==> config.mk <==
export PLATFORM = sky130hd
export DESIGN_NAME = uart_autobaud
export DESIGN_NICKNAME = d
export VERILOG_FILES = /design/src/rtl/uart_pkg.sv /design/src/rtl/uart_sync_edge.sv /design/src/rtl/uart_autobaud.sv
export SDC_FILE = /design/constraint.sdc
export NUM_CORES = 1
export LEC_CHECK = 0
export ABC_AREA = 1
export CORE_UTILIZATION = 49
export DETAILED_ROUTE_END_ITERATION = 10
export GPL_TIMING_DRIVEN = 0
export PLACE_DENSITY = 0.74
export SETUP_SLACK_MARGIN = 0.3
export SYNTH_ARGS = -nofsm -noshare
export SYNTH_HDL_FRONTEND = slang
export SYNTH_SLANG_ARGS = --single-unit
==> constraint.sdc <==
create_clock -name i_clk -period 6.1 [get_ports i_clk]
set_input_delay 1.22 -clock i_clk [delete_from_list [all_inputs] [get_ports i_clk]]
set_output_delay 1.22 -clock i_clk [all_outputs]
set_load 0.005 [all_outputs]
==> src/rtl/uart_pkg.sv <==
// rtl/uart_pkg.sv - shared UART types and sync-character constants
package uart_pkg;
    typedef enum logic [2:0] {IDLE, ARMED, MEASURE, STOP, DONE, ERR} autobaud_state_e;

    localparam logic [7:0] SyncChar     = 8'h55;
    localparam int         SyncFalls    = 5;
    localparam int         SyncSpanBits = 8;
endpackage

==> src/rtl/uart_sync_edge.sv <==
// rtl/uart_sync_edge.sv - 2-flop synchroniser with registered rise/fall pulses
module uart_sync_edge (
    input  logic i_clk,
    input  logic i_rst,
    input  logic i_d,
    output logic o_level,
    output logic o_rise,
    output logic o_fall
);
    logic r_meta;
    logic r_sync;
    logic r_prev;
    logic r_rise;
    logic r_fall;

    // Reset to the idle-high line level so leaving reset never fakes an edge.
    always_ff @(posedge i_clk) begin
        if (i_rst) begin
            r_meta <= 1'b1;
            r_sync <= 1'b1;
            r_prev <= 1'b1;
            r_rise <= 1'b0;
            r_fall <= 1'b0;
        end else begin
            r_meta <= i_d;
            r_sync <= r_meta;
            r_prev <= r_sync;
            r_rise <= r_sync & ~r_prev;
            r_fall <= ~r_sync & r_prev;
        end
    end

    assign o_level = r_sync;
    assign o_rise  = r_rise;
    assign o_fall  = r_fall;
endmodule

==> src/rtl/uart_autobaud.sv <==
// rtl/uart_autobaud.sv - recovers clocks-per-bit from a 0x55 sync character
import uart_pkg::*;

module uart_autobaud #(
    parameter int MinDivider     = 16,
    parameter int MaxDivider     = 4096,
    parameter int DefaultDivider = 1000,
    parameter int OverSample     = 8,
    parameter int DW             = $clog2(MaxDivider + 1)
) (
    input  logic          i_clk,
    input  logic          i_rst,
    input  logic          i_rx,
    input  logic          i_enable,
    output logic [DW-1:0] o_divider,
    output logic [DW-1:0] o_os_divider,
    output logic          o_valid,
    output logic          o_error,
    output logic          o_busy
);
    localparam int IcMax      = 2 * MaxDivider + 1;
    localparam int IcW        = $clog2(IcMax + 1);
    localparam int SumW       = $clog2(SyncSpanBits * MaxDivider + SyncSpanBits);
    localparam int RoundShift = $clog2(SyncSpanBits);

    logic w_line;
    logic w_rise;
    logic w_fall;

    autobaud_state_e r_state;
    logic [IcW-1:0]  r_ic;
    logic [IcW-1:0]  r_i0;
    logic [2:0]      r_cnt;
    logic [SumW-1:0] r_sum;
    logic [DW-1:0]   r_divider;
    logic [DW-1:0]   r_os_divider;
    logic            r_valid;
    logic            r_error;
    logic            r_busy;

    logic [IcW-1:0]  w_diff;
    logic [IcW-1:0]  w_stop_bound;
    logic            w_sat;
    logic            w_short;
    logic            w_off_tol;
    logic [DW-1:0]   w_new_div;

    uart_sync_edge u_sync_edge (
        .i_clk   (i_clk),
        .i_rst   (i_rst),
        .i_d     (i_rx),
        .o_level (w_line),
        .o_rise  (w_rise),
        .o_fall  (w_fall)
    );

    assign w_sat        = (r_ic == IcW'(IcMax));
    assign w_short      = (r_ic < IcW'(2 * MinDivider));
    assign w_diff       = (r_ic >= r_i0) ? (r_ic - r_i0) : (r_i0 - r_ic);
    // The first interval is the reference, so it is never tolerance-checked.
    assign w_off_tol    = (r_cnt != 3'd1) && (w_diff > (r_i0 >> 2));
    assign w_stop_bound = (r_i0 >> 1) + (r_i0 >> 2);
    assign w_new_div    = DW'((r_sum + SumW'(SyncSpanBits / 2)) >> RoundShift);

    always_ff @(posedge i_clk) begin
        if (i_rst) begin
            r_state      <= IDLE;
            r_ic         <= IcW'(1);
            r_i0         <= '0;
            r_cnt        <= '0;
            r_sum        <= '0;
            r_divider    <= DW'(DefaultDivider);
            r_os_divider <= DW'(DefaultDivider / OverSample);
            r_valid      <= 1'b0;
            r_error      <= 1'b0;
            r_busy       <= 1'b0;
        end else begin
            r_valid <= 1'b0;
            r_error <= 1'b0;
            if (!w_sat) begin
                r_ic <= r_ic + IcW'(1);
            end
            if (!i_enable) begin
                r_state <= IDLE;
                r_busy  <= 1'b0;
            end else begin
                case (r_state)
                    IDLE: begin
                        if (w_line) begin
                            r_state <= ARMED;
                        end
                    end
                    ARMED: begin
                        if (w_fall) begin
                            r_state <= MEASURE;
                            r_busy  <= 1'b1;
                            r_cnt   <= 3'd1;
                            r_ic    <= IcW'(1);
                            r_sum   <= '0;
                        end
                    end
                    MEASURE: begin
                        if (w_sat) begin
                            r_state <= ERR;
                            r_error <= 1'b1;
                            r_busy  <= 1'b0;
                        end else if (w_fall) begin
                            r_ic <= IcW'(1);
                            if (w_short || w_off_tol) begin
                                r_state <= ERR;
                                r_error <= 1'b1;
                                r_busy  <= 1'b0;
                            end else begin
                                r_sum <= r_sum + SumW'(r_ic);
                                if (r_cnt == 3'd1) begin
                                    r_i0 <= r_ic;
                                end
                                if (r_cnt == 3'(SyncFalls - 1)) begin
                                    r_state <= STOP;
                                end else begin
                                    r_cnt <= r_cnt + 3'd1;
                                end
                            end
                        end
                    end
                    STOP: begin
                        if (w_rise && (r_ic <= w_stop_bound)) begin
                            r_state      <= DONE;
                            r_busy       <= 1'b0;
                            r_valid      <= 1'b1;
                            r_divider    <= w_new_div;
                            r_os_divider <= w_new_div / DW'(OverSample);
                        end else if (r_ic > w_stop_bound) begin
                            r_state <= ERR;
                            r_error <= 1'b1;
                            r_busy  <= 1'b0;
                        end
                    end
                    DONE:    r_state <= ARMED;
                    ERR:     r_state <= IDLE;
                    default: r_state <= IDLE;
                endcase
            end
        end
    end

    assign o_divider    = r_divider;
    assign o_os_divider = r_os_divider;
    assign o_valid      = r_valid;
    assign o_error      = r_error;
    assign o_busy       = r_busy;
endmodule
## Word-level counts from Yosys, hierarchy flattened

Cells that the tools add are included.

- Flip-flop bits (word level): 81
- Bits of input ports: 4
- Output and inout bits: 29
- Word-level logic and storage cells: 107

- Add/subtract/negate cells: 7
- Magnitude comparators: 5
- Equal/unequal tests: 18
- Mux-type cells: 40
- Bitwise operators: 8
- Reduce and logical (&&, ||, !) cells: 14

Operators with widths:

| cell | count |
|---|---|
| 2-to-1 mux 14 bit | 5 |
| 2-to-1 mux 16 bit | 4 |
| 2-to-1 mux 3 bit | 13 |
| one-hot mux 16 bit (2 select lines) | 1 |
| one-hot mux 14 bit (2 select lines) | 1 |
| subtractor 14 bit | 2 |
| adder 16 x 14 -> 16 bit | 1 |
| adder 16 x 3 -> 16 bit, second input constant | 1 |
| one-hot mux 3 bit (5 select lines) | 1 |
| adder 13 x 12 -> 14 bit | 1 |
| adder 14 x 1 -> 14 bit, second input constant | 1 |
| equality test 14 bit, second input constant | 1 |
| greater-or-equal comparator 14 bit | 1 |
| > comparator 14 x 12 -> 1 bit | 1 |
| > comparator 14 bit | 1 |
| <= comparator 14 bit | 1 |
| < comparator 14 x 6 -> 1 bit, second input constant | 1 |
| 2-to-1 mux 1 bit | 12 |
| AND reduction 6 bit | 2 |
| AND reduction 5 bit | 2 |
| AND reduction 7 bit | 1 |
| equality test 3 x 1 -> 1 bit, second input constant | 2 |
| equality test 3 x 2 -> 1 bit, second input constant | 2 |
| equality test 3 bit, second input constant | 2 |
| 20 further kinds | 32 |

## Longest topological paths before layout

- Word-level depth: 9
- Gate-level depth with buffers: 33
- Gate-level depth less buffers: 31

## By module

A second synthesis with hierarchy kept.

- Cells, all modules: 947
- Area total of the unflattened synthesis: 6502.5 µm²

Modules (own cells, without submodules):

| module | times used | cells each | area each (µm²) | sequential area each (µm²) |
|---|---|---|---|---|
| uart_autobaud | 1 | 933 | 6363.6 | 1321.3 |
| uart_sync_edge | 1 | 14 | 138.9 | 100.1 |

## Worst setup path after synthesis

No wires, ideal clock.

- Path type: register -> register
- Start: register r_ic[5]
- End: register r_i0[3]
- Library setup time: 0.113 ns
- Data arrival time: 3.606 ns
- Required time: 5.987 ns
- Slack: 2.381 ns
- Stages on the path, launching flop included: 30
- Buffers on the path: 1
- Period minus slack after synthesis: 3.719 ns
- Path through: dfxtp_1 inv_1 ha_1 nand2_1 inv_2 a21oi_1 nand2_1 nand2_1 nand2_2 nor2_4 o21ai_0 or2_2 xnor2_1 inv_1 ha_1 nand2_1 nor2_1 a211oi_1 nand2_1 nand2_1 nand2_1 nand2_1 nand2_2 nand2_4 nand2_2 inv_4 nand3_4 buf_2 nor2_1 nor2_1

- Longest elaborated chain between the ends: 7
- Elaborated cells between the ends (all ways): 12
- Classes of those cells: 2 x add/sub; 3 x order compare; 1 x eq/ne; 1 x mux; 2 x bitwise; 3 x reduce/logical

RTL lines:

| what | RTL line | RTL |
|---|---|---|
| start: declaration | uart_autobaud.sv:31 | `logic [IcW-1:0] r_ic;` |
| start signal: assignment | uart_autobaud.sv:68 | `r_ic <= IcW'(1);` |
| start signal: assignment | uart_autobaud.sv:81 | `r_ic <= r_ic + IcW'(1);` |
| start signal: assignment | uart_autobaud.sv:98 | `r_ic <= IcW'(1);` |
| subtractor 14 bit or greater-or-equal comparator 14 bit (tied branches) | uart_autobaud.sv:59 | `assign w_diff = (r_ic >= r_i0) ? (r_ic - r_i0) : (r_i0 - r_ic);` |
| 2-to-1 mux 14 bit | uart_autobaud.sv:59 |  |
| > comparator 14 x 12 -> 1 bit | uart_autobaud.sv:61 | `assign w_off_tol = (r_cnt != 3'd1) && (w_diff > (r_i0 >> 2));` |
| logical AND 1 bit | uart_autobaud.sv:61 |  |
| logical OR 1 bit | uart_autobaud.sv:109 | `if (w_short \|\| w_off_tol) begin` |
| inverter 1 bit (no source line) | n/a |  |
| AND reduction 6 bit (no source line) (*) | n/a |  |
| end signal: assignment | uart_autobaud.sv:116 | `r_i0 <= r_ic;` |
| end: declaration | uart_autobaud.sv:32 | `logic [IcW-1:0] r_i0;` |

Every way passes the cells marked *; elsewhere a longest branch is shown, timed or not.
A chain may end at the register's enable or synchronous reset.

## Final worst setup path

- Start: register r_ic[12]
- End: register r_i0[11]

The elaborated chain is that of the path after synthesis.

==> metrics.cfg <==
[outcome]
status=finished clean

[critical_path]
cp-end-kind=flip-flop
critPathLaunchType=flip-flop
crit_path_top_delay_cell=dfxtp_1
criticalPathCategory=flip-flop to flip-flop
required_ps=6330
cp.arrival_ps=5070
max_stage_delay_ps=590
crit_fanout=10
crit_top_cell=nand2_1

[clock_network]
htree_levels=3
postCtsSetupBuffers=0
numCtsBuffers=9
clk_pin_slew_ps=60
root_buffer=clkbuf_16
holdBufCountCts=0
clk_path_buf_depth=2
cts_tree=built
clkSinkCount=71
clock_latency_ps=340
cts.repair.resized=0

[timing]
relSlewSlack_pct=62.8
final.setup.tns_ps=0
hold_viol=0
slew_violations=0
max_freq_ghz=0.207
fin_worst_skew_ps=6.22
worst_pin_slew_ps=553
fin_crit_ps=4830
finalCritPeriodShare_pct=79.2
rsz0062_at_grt=no
finalSetupViolCount=0

[finish]
drive_gt1_share_pct=7.37
nFillCells=1269
diodes=0
syn_to_final_growth_pct=12.1
layout_commonest_cell=nand2_1
fin_util_pct=56.6
mostFrequentLayoutCells=221 x nand2_1, 100 x inv_1, 100 x nor2_1
layout.nets=1081

[detailed_routing]
wl_per_cell_um=14.2
drtIter0Drc=405
drt-pass1-iter-count=5
viasPerCell=5.24
post-route-drc-count=0
ant_nets=0
wl_mm=16.5
vias=6090

[yosys]
synth_area_leaders=dfxtp_1 22%, ha_1 17%, nand2_1 13%, a21oi_1 6.4%, inv_1 5.8%
syn_inst=945
synth-seq-area-share_pct=22.1
synth_top_area_share_pct=22.1
syn-cell-area_um2=6430
yosysWarnings=0
synth_seq_cells=71
synth_cell_types=44
syn_avg_cell_area_um2=6.80
yosys.area.top_type=dfxtp_1

[global_route]
grt.total_usage_pct=25.6
gr-total-overflow=0
antenna_found_initial=0
grt_pass1_wl_mm=27.0
grt_max_degree=13
grt_pass1_vias=5631

[die]
num_rows=41
ios=33
die_h_um=117
fp.coreArea_um2=12700
die_w_um=117
die-area_um2=13600
start_util_pct=50.5

[placement]
dp_hpwl_mm=13.1
port_buffers=28
gp_congestion=0.914

[pwr]
power_mw=1.24
vdd_drop_max_mv=0.175
p_per_area_nw_per_um2=172
p_leak_nw=3.41

[min_path]
worstHoldPathType=flip-flop to flip-flop

[job]
drv_cap=0

final cells by class:
cell class | count | area [um^2] | area share [%]
tap | 172 | 215 | 2.99
clock inverter | 5 | 35.0 | 0.486
multi-input combinational | 735 | 4410 | 61.2
timing repair buffer | 28 | 280 | 3.89
buffer | 30 | 188 | 2.60
sequential | 71 | 1420 | 19.7
inverter | 111 | 420 | 5.83
clock buffer | 10 | 239 | 3.32
state kept, by name (all words and copies together), names as in the netlist:
name and count:
r_sum 16, r_i0 14, r_ic 14, o_divider 13, r_cnt 3, r_state 3, o_busy 1, o_error 1
o_valid 1, u_sync_edge.o_fall 1, u_sync_edge.o_level 1, u_sync_edge.o_rise 1, u_sync_edge.r_meta 1, u_sync_edge.r_prev 1
metal layers:
layer	GRT usage (%)	vias to the layer above	part of all wire [%]
met5	0	-	0
met4	4.30	0	0.54
met3	5.09	11	5.4
met2	41.9	126	45
met1	35.1	2772	49
li1	-	3181	-
power by group:
group          total (mW)  internal [mW]  switching (mW)
Clock               0.496          0.283           0.213
Combinational       0.263         0.0964           0.166
Sequential          0.478          0.469         0.00896
Total                1.24          0.848           0.388
worst paths after layout:
kind / depth (start not counted) / slack [ps] / startpoint / end
max reg2reg: 28 / 1270 / r_ic[12] / r_i0[11]
max: 28 / 1270 / r_ic[12] / r_i0[11]
min reg2reg: 1 / 410 / u_sync_edge.r_meta / u_sync_edge.o_level
min: 1 / 410 / u_sync_edge.r_meta / u_sync_edge.o_level
per-stage QoR:
step           cell area, um^2  hold slack [ps]  worst slack (ps)  instances
2_1_floorplan             6440              389              2380        947
3_3_place_gp              6930              397              1440       1147
3_5_place_dp              6930              396              1370       1147
4_1_cts                   7210              413              1330       1162
5_1_grt                   7210              419               837       1162
6_report                  7210              411              1270       1162
kinds of logic after synthesis:
kind of cell	count (synthesis)	synth area share, %
compound gates	146	12.8
xor+xnor	52	7.08
fa+ha+maj	91	18.2
buf+inv	141	9.46
flops	71	22.1
mux	1	0.156
other cells	1	0.0583
simple gates	442	30.2
Yosys cell counts, drive strengths merged:
master,count
nand4,20
nor3b,4
xnor2,19
buf,22
a21boi,1
clkbuf,8
fa,4
nand3,54
o32ai,1
ha,87
o2111ai,1
nor3,18
mux2i,1
xor2,33
o21ai,26
nor2,103
a31oi,4
dfxtp,71
conb,1
o211ai,5
nand2,233
a21oi,83
inv,109
a211oi,9
clkinv,2
o22ai,2
o21bai,8
nor4,6
or2,4
a21o,6
critical path: cells and delay by family (launching register included):
| family | cells | cell delay, ps |
|---|---|---|
| AO/OA/AOI/OAI | 3 | 410 |
| AND/OR/NAND/NOR | 17 | 1680 |
| XOR/XNOR | 1 | 200 |
| flip-flops | 1 | 590 |
| adder cells (fa/ha/maj) | 2 | 750 |
| buffers and inverters | 5 | 1070 |
Note: power is estimated with default switching activity, not from simulation.
